==> src/rtl/arb_pkg.sv <==
// Shared definitions for the memory bus arbiter: FSM state codes,
// the CPU owner code and width helpers for owner / pointer fields.
package arb_pkg;

   localparam logic [1:0] ST_IDLE  = 2'd0;
   localparam logic [1:0] ST_START = 2'd1;
   localparam logic [1:0] ST_WAIT  = 2'd2;
   localparam logic [1:0] ST_RESP  = 2'd3;

   localparam int OWNER_CPU = 0;

   // Owner code: 0 = CPU, i+1 = DMA requester i.
   function automatic int owner_w(input int n);
      return $clog2(n + 1);
   endfunction

   // Round-robin pointer width, never narrower than one bit.
   function automatic int ptr_w(input int n);
      return (n > 1) ? $clog2(n) : 1;
   endfunction

endpackage

==> src/rtl/rr_picker.sv <==
// Combinational round-robin selector.
// Ports: req (request vector), ptr (scan start) -> valid, idx (winner).
module rr_picker
   import arb_pkg::*;
#(
   parameter int N = 2
) (
   input  logic [N-1:0]          req,
   input  logic [ptr_w(N)-1:0]   ptr,
   output logic                  valid,
   output logic [ptr_w(N)-1:0]   idx
);

   localparam int PW = ptr_w(N);

   logic          hi_v;
   logic [PW-1:0] hi_idx;
   logic [PW-1:0] lo_idx;

   // hi_* is the first request at or above ptr; lo_* is the first
   // request overall, used when the scan has to wrap around.
   always_comb begin
      hi_v   = 1'b0;
      hi_idx = '0;
      lo_idx = '0;
      for (int j = N - 1; j >= 0; j--) begin
         if (req[j]) begin
            lo_idx = PW'(j);
            if (j >= int'(ptr)) begin
               hi_v   = 1'b1;
               hi_idx = PW'(j);
            end
         end
      end
      valid = |req;
      idx   = hi_v ? hi_idx : lo_idx;
   end

endmodule

==> src/rtl/mem_bus_arbiter.sv <==
// Memory port arbiter: CPU operand fetch vs N_DMA requesters.
// Ports: clk, reset (sync, active-low), cpu_req/ack, dma_req/dma_gnt/
// dma_done, mem_start/mem_sel/mem_done, busy, timeout_err (sticky).
module mem_bus_arbiter
   import arb_pkg::*;
#(
   parameter int N_DMA     = 2,
   parameter int CPU_BURST = 4,
   parameter int TIMEOUT   = 16
) (
   input  logic                      clk,
   input  logic                      reset,
   input  logic                      cpu_req,
   output logic                      ack,
   input  logic [N_DMA-1:0]          dma_req,
   output logic [N_DMA-1:0]          dma_gnt,
   output logic [N_DMA-1:0]          dma_done,
   output logic                      mem_start,
   output logic [owner_w(N_DMA)-1:0] mem_sel,
   input  logic                      mem_done,
   output logic                      busy,
   output logic                      timeout_err
);

   localparam int SW = owner_w(N_DMA);
   localparam int PW = ptr_w(N_DMA);
   localparam int KW = $clog2(CPU_BURST + 1);
   localparam int WW = $clog2(TIMEOUT);

   logic [1:0]       state;
   logic [KW-1:0]    cpu_streak;
   logic [PW-1:0]    rr_ptr;
   logic [WW-1:0]    wdog;

   logic             pick_v;
   logic [PW-1:0]    pick_idx;
   logic [PW-1:0]    ptr_nxt;
   logic [SW-1:0]    dma_own;
   logic [N_DMA-1:0] gnt_oh;
   logic [N_DMA-1:0] done_oh;
   logic             dma_any;
   logic             cpu_wins;
   logic             wd_exp;

   rr_picker #(
      .N     (N_DMA)
   ) u_pick (
      .req   (dma_req),
      .ptr   (rr_ptr),
      .valid (pick_v),
      .idx   (pick_idx)
   );

   always_comb begin
      dma_any  = |dma_req;
      // Starvation guard: a full CPU streak yields to pending DMA.
      cpu_wins = cpu_req &&
                 !(cpu_streak == KW'(CPU_BURST) && dma_any);
      ptr_nxt  = (int'(pick_idx) == N_DMA - 1) ?
                 '0 : pick_idx + PW'(1);
      dma_own  = SW'(pick_idx) + SW'(1);
      gnt_oh   = N_DMA'(1) << pick_idx;
      done_oh  = N_DMA'(1) << (mem_sel - SW'(1));
      wd_exp   = (wdog == WW'(TIMEOUT - 1));
   end

   always_ff @(posedge clk) begin
      if (!reset) begin
         state       <= ST_IDLE;
         cpu_streak  <= '0;
         rr_ptr      <= '0;
         wdog        <= '0;
         ack         <= 1'b0;
         dma_gnt     <= '0;
         dma_done    <= '0;
         mem_start   <= 1'b0;
         mem_sel     <= '0;
         busy        <= 1'b0;
         timeout_err <= 1'b0;
      end else begin
         unique case (state)
            ST_IDLE: begin
               if (cpu_wins) begin
                  mem_sel   <= SW'(OWNER_CPU);
                  mem_start <= 1'b1;
                  busy      <= 1'b1;
                  state     <= ST_START;
                  if (!dma_any)
                     cpu_streak <= '0;
                  else if (cpu_streak != KW'(CPU_BURST))
                     cpu_streak <= cpu_streak + KW'(1);
               end else if (pick_v) begin
                  mem_sel    <= dma_own;
                  dma_gnt    <= gnt_oh;
                  rr_ptr     <= ptr_nxt;
                  cpu_streak <= '0;
                  mem_start  <= 1'b1;
                  busy       <= 1'b1;
                  state      <= ST_START;
               end
            end
            ST_START: begin
               mem_start <= 1'b0;
               wdog      <= '0;
               state     <= ST_WAIT;
            end
            ST_WAIT: begin
               // A timeout still completes so the requester never hangs.
               if (mem_done || wd_exp) begin
                  if (!mem_done)
                     timeout_err <= 1'b1;
                  if (mem_sel == SW'(OWNER_CPU))
                     ack <= 1'b1;
                  else
                     dma_done <= done_oh;
                  state <= ST_RESP;
               end else begin
                  wdog <= wdog + WW'(1);
               end
            end
            ST_RESP: begin
               ack      <= 1'b0;
               dma_done <= '0;
               dma_gnt  <= '0;
               mem_sel  <= '0;
               busy     <= 1'b0;
               state    <= ST_IDLE;
            end
            default: state <= ST_IDLE;
         endcase
      end
   end

endmodule

==> config.mk <==
export PLATFORM = sky130hd
export DESIGN_NAME = mem_bus_arbiter
export DESIGN_NICKNAME = d
export VERILOG_FILES = /design/src/rtl/arb_pkg.sv /design/src/rtl/rr_picker.sv /design/src/rtl/mem_bus_arbiter.sv
export SDC_FILE = /design/constraint.sdc
export NUM_CORES = 1
export LEC_CHECK = 0
export BUFFER_PORTS_ARGS = -buffer_cell sky130_fd_sc_hd__buf_4
export CAP_MARGIN = 30
export CORE_ASPECT_RATIO = 1.5
export CORE_MARGIN = 2
export CORE_UTILIZATION = 40
export DETAILED_ROUTE_END_ITERATION = 12
export SLEW_MARGIN = 20
export SYNTH_ARGS = -nofsm -noshare
export SYNTH_HDL_FRONTEND = slang
export SYNTH_SLANG_ARGS = --single-unit
==> constraint.sdc <==
create_clock -name clk -period 2.89 [get_ports clk]
set_input_delay 0.1445 -clock clk [delete_from_list [all_inputs] [get_ports clk]]
set_output_delay 0.1445 -clock clk [all_outputs]
set_load 0.01 [all_outputs]
==> results.cfg <==
[outcome]
status = complete, no violations

[finish]
fin_nets = 148
drive_gt1_frac = 0.1894
finish.utilization = 0.4816
final_common_cell = dfxtp_1
area_growth_pct = 14.30
diodes = 0
final_cell_mix = 20 x dfxtp_1, 15 x buf_4, 10 x nand2_1

[route]
avgViaCountPerCell = 5.641
dr.pass1.iters = 4
drcViolationCount = 0
avgRoutedWirePerCell_um = 13.63
dr_total_vias = 880
routed_wl_um = 2126
drt.antenna.violating_nets = 0
drtIter0Drc = 10

[synthesis]
synth_nets = 132
synth-seq-area-share = 0.3879
ys_types = 36
syn_area_um2 = 1032
synth_top_area_share = 0.3879
avgSynthCellArea_um2 = 8.748
synth_edf_count = 0
synthArstFlopShare = 0
synth_ff_type = dfxtp_1
ys_ff_latch = 20
synthCells = 118
yosysTopAreaCell = dfxtp_1
yosysWarnings = 0
synth_area_leaders = dfxtp_1 39%, ha_1 9.7%, a21oi_1 3.9%

[job]
drv_cap = 0

[sta]
final_hold_viol_count = 0
report.final.slew_viol_count = 0
fin_skew_ns = 0.002694
rsz0062_at_grt = no
relSlewSlack = 0.7264
period_needed_ns = 1.571
finalSetupViolCount = 0
setup_tns_ns = 0
clock.fmax_mhz = 636.7
tightest_slew_ns = 0.4100
period_share = 0.5434

[setup_path]
critPathLaunch = state[0]
crit_path_start_kind = flip-flop
critPathArrivalTime_ns = 1.77
rr_startpoint = state[0]
end_kind = flip-flop
worstSetupEndpoint = ack
critPathRequiredTime_ns = 3.09
rr_worst_depth = 6
critical_path.max_fanout = 10
critical_path_class = reg -> reg
reg2reg_slack_ns = 1.32
r2r-end = ack

[clock_tree]
clkTransAtPathRegs_ns = 0.11
post_cts_resized = 0
clock_latency_ns = 0.29
cts-root-buf = clkbuf_4
cts_setup_buffers = 0
clk_path_buf_depth = 2
cts-htree-levels = 1
clock_sinks = 20
numCtsBuffers = 3
tritoncts = built
ctsHoldBuffers = 0

[global_route]
grt_pass1_wl_um = 3857
grt_max_degree = 18
antenna_found_initial = 0
grt_use_total = 0.1675
grt-ovfl-total = 0
grt_pass1_vias = 872

[power_and_ir_drop]
power_uw = 868.6
ir_worst_vdd_mv = 0.3683
p_leak_nw = 0.4868
powerDensity_nw_per_um2 = 736.2

[placed_design]
io_buffers = 15
hpwl_um = 1630
gp_congestion = 0.7311

[die]
die-area_um2 = 3011
die_w_um = 45.48
pin_count = 16
start_util = 0.4213
die_h_um = 66.22
core_um2 = 2450
rows = 22

[worst_hold_path]
min_path_type = in -> reg
-- through the flow --
stage | std cells | hold slack [ns] | setup WS (ns) | cell area [um^2]
floorplan | 118 | 0.3685 | 1.484 | 1032
global placement | 153 | 0.4521 | 1.378 | 1157
detailed placement | 153 | 0.4651 | 1.343 | 1157
CTS | 156 | 0.1766 | 1.307 | 1180
global route | 156 | 0.1843 | 1.176 | 1180
finish | 156 | 0.1887 | 1.319 | 1180
-- registers in the layout, indices dropped and copies added (netlist names) --
name,flops
wdog,4
cpu_streak,3
dma_done,2
dma_gnt,2
mem_sel,2
state,2
ack,1
busy,1
mem_start,1
rr_ptr,1
timeout_err,1
-- final cells by class --
type	count	area, um^2
Clock buffer	3	22.52
Fill cell	252	1270
Inverter	7	26.28
Multi-Input combinational cell	87	588.1
Sequential cell	20	400.4
Tap cell	24	30.03
Timing Repair Buffer	15	112.6
-- synthesized netlist by cell type, types with 3 or more instances --
cell	instances
nor2_1	8
inv_1	7
a21oi_1	8
nand2_1	10
o21ai_0	7
nand3b_1	3
dfxtp_1	20
ha_1	8
nor3_1	3
nand3_1	8
-- worst min-delay path by stage --
stage,start,to,slack [ns],depth (start not counted)
final,reset,mem_start,0.19,2
after global placement,dma_done[1],dma_done[1],0.45,2
after detailed placement,dma_done[1],dma_done[1],0.47,2
after CTS,reset,mem_start,0.18,2
after floorplan,cpu_req,cpu_streak[1],0.37,3
after global routing,reset,mem_start,0.18,2
-- layer usage --
layer	global-route usage	vias up	wire, um	share of wire
met1	0.1933	407	914	0.43
li1	-	455	-	-
met2	0.3046	16	1132	0.53
met5	0	-	0	0
met3	0.02459	2	64	0.030
met4	0.04412	0	15	0.0071
-- worst max-delay path, cell delays in order, from the launching register on --
cell and delay, ns:
dfxtp_1 0.40, inv_1 0.10, ha_1 0.28, and2b_4 0.22, nand2_4 0.13, a31oi_1 0.11
a311oi_1 0.25
-- where the power goes --
group	internal, mW	leakage, nW	switching (mW)
Sequential	0.328	0.163	0.0397
Clock	0.0483	0.0138	0.0798
Combinational	0.164	0.310	0.209
Total	0.540	0.487	0.328
-- logic make-up after synthesis --
kind of cell,count (synthesis),share of synthesized area
mux,3,0.03394
compound gates,34,0.2218
fa+ha+maj,8,0.09697
simple gates,42,0.2170
buf+inv,11,0.04243
flops,20,0.3879
Power figures use the tool's default switching activity.
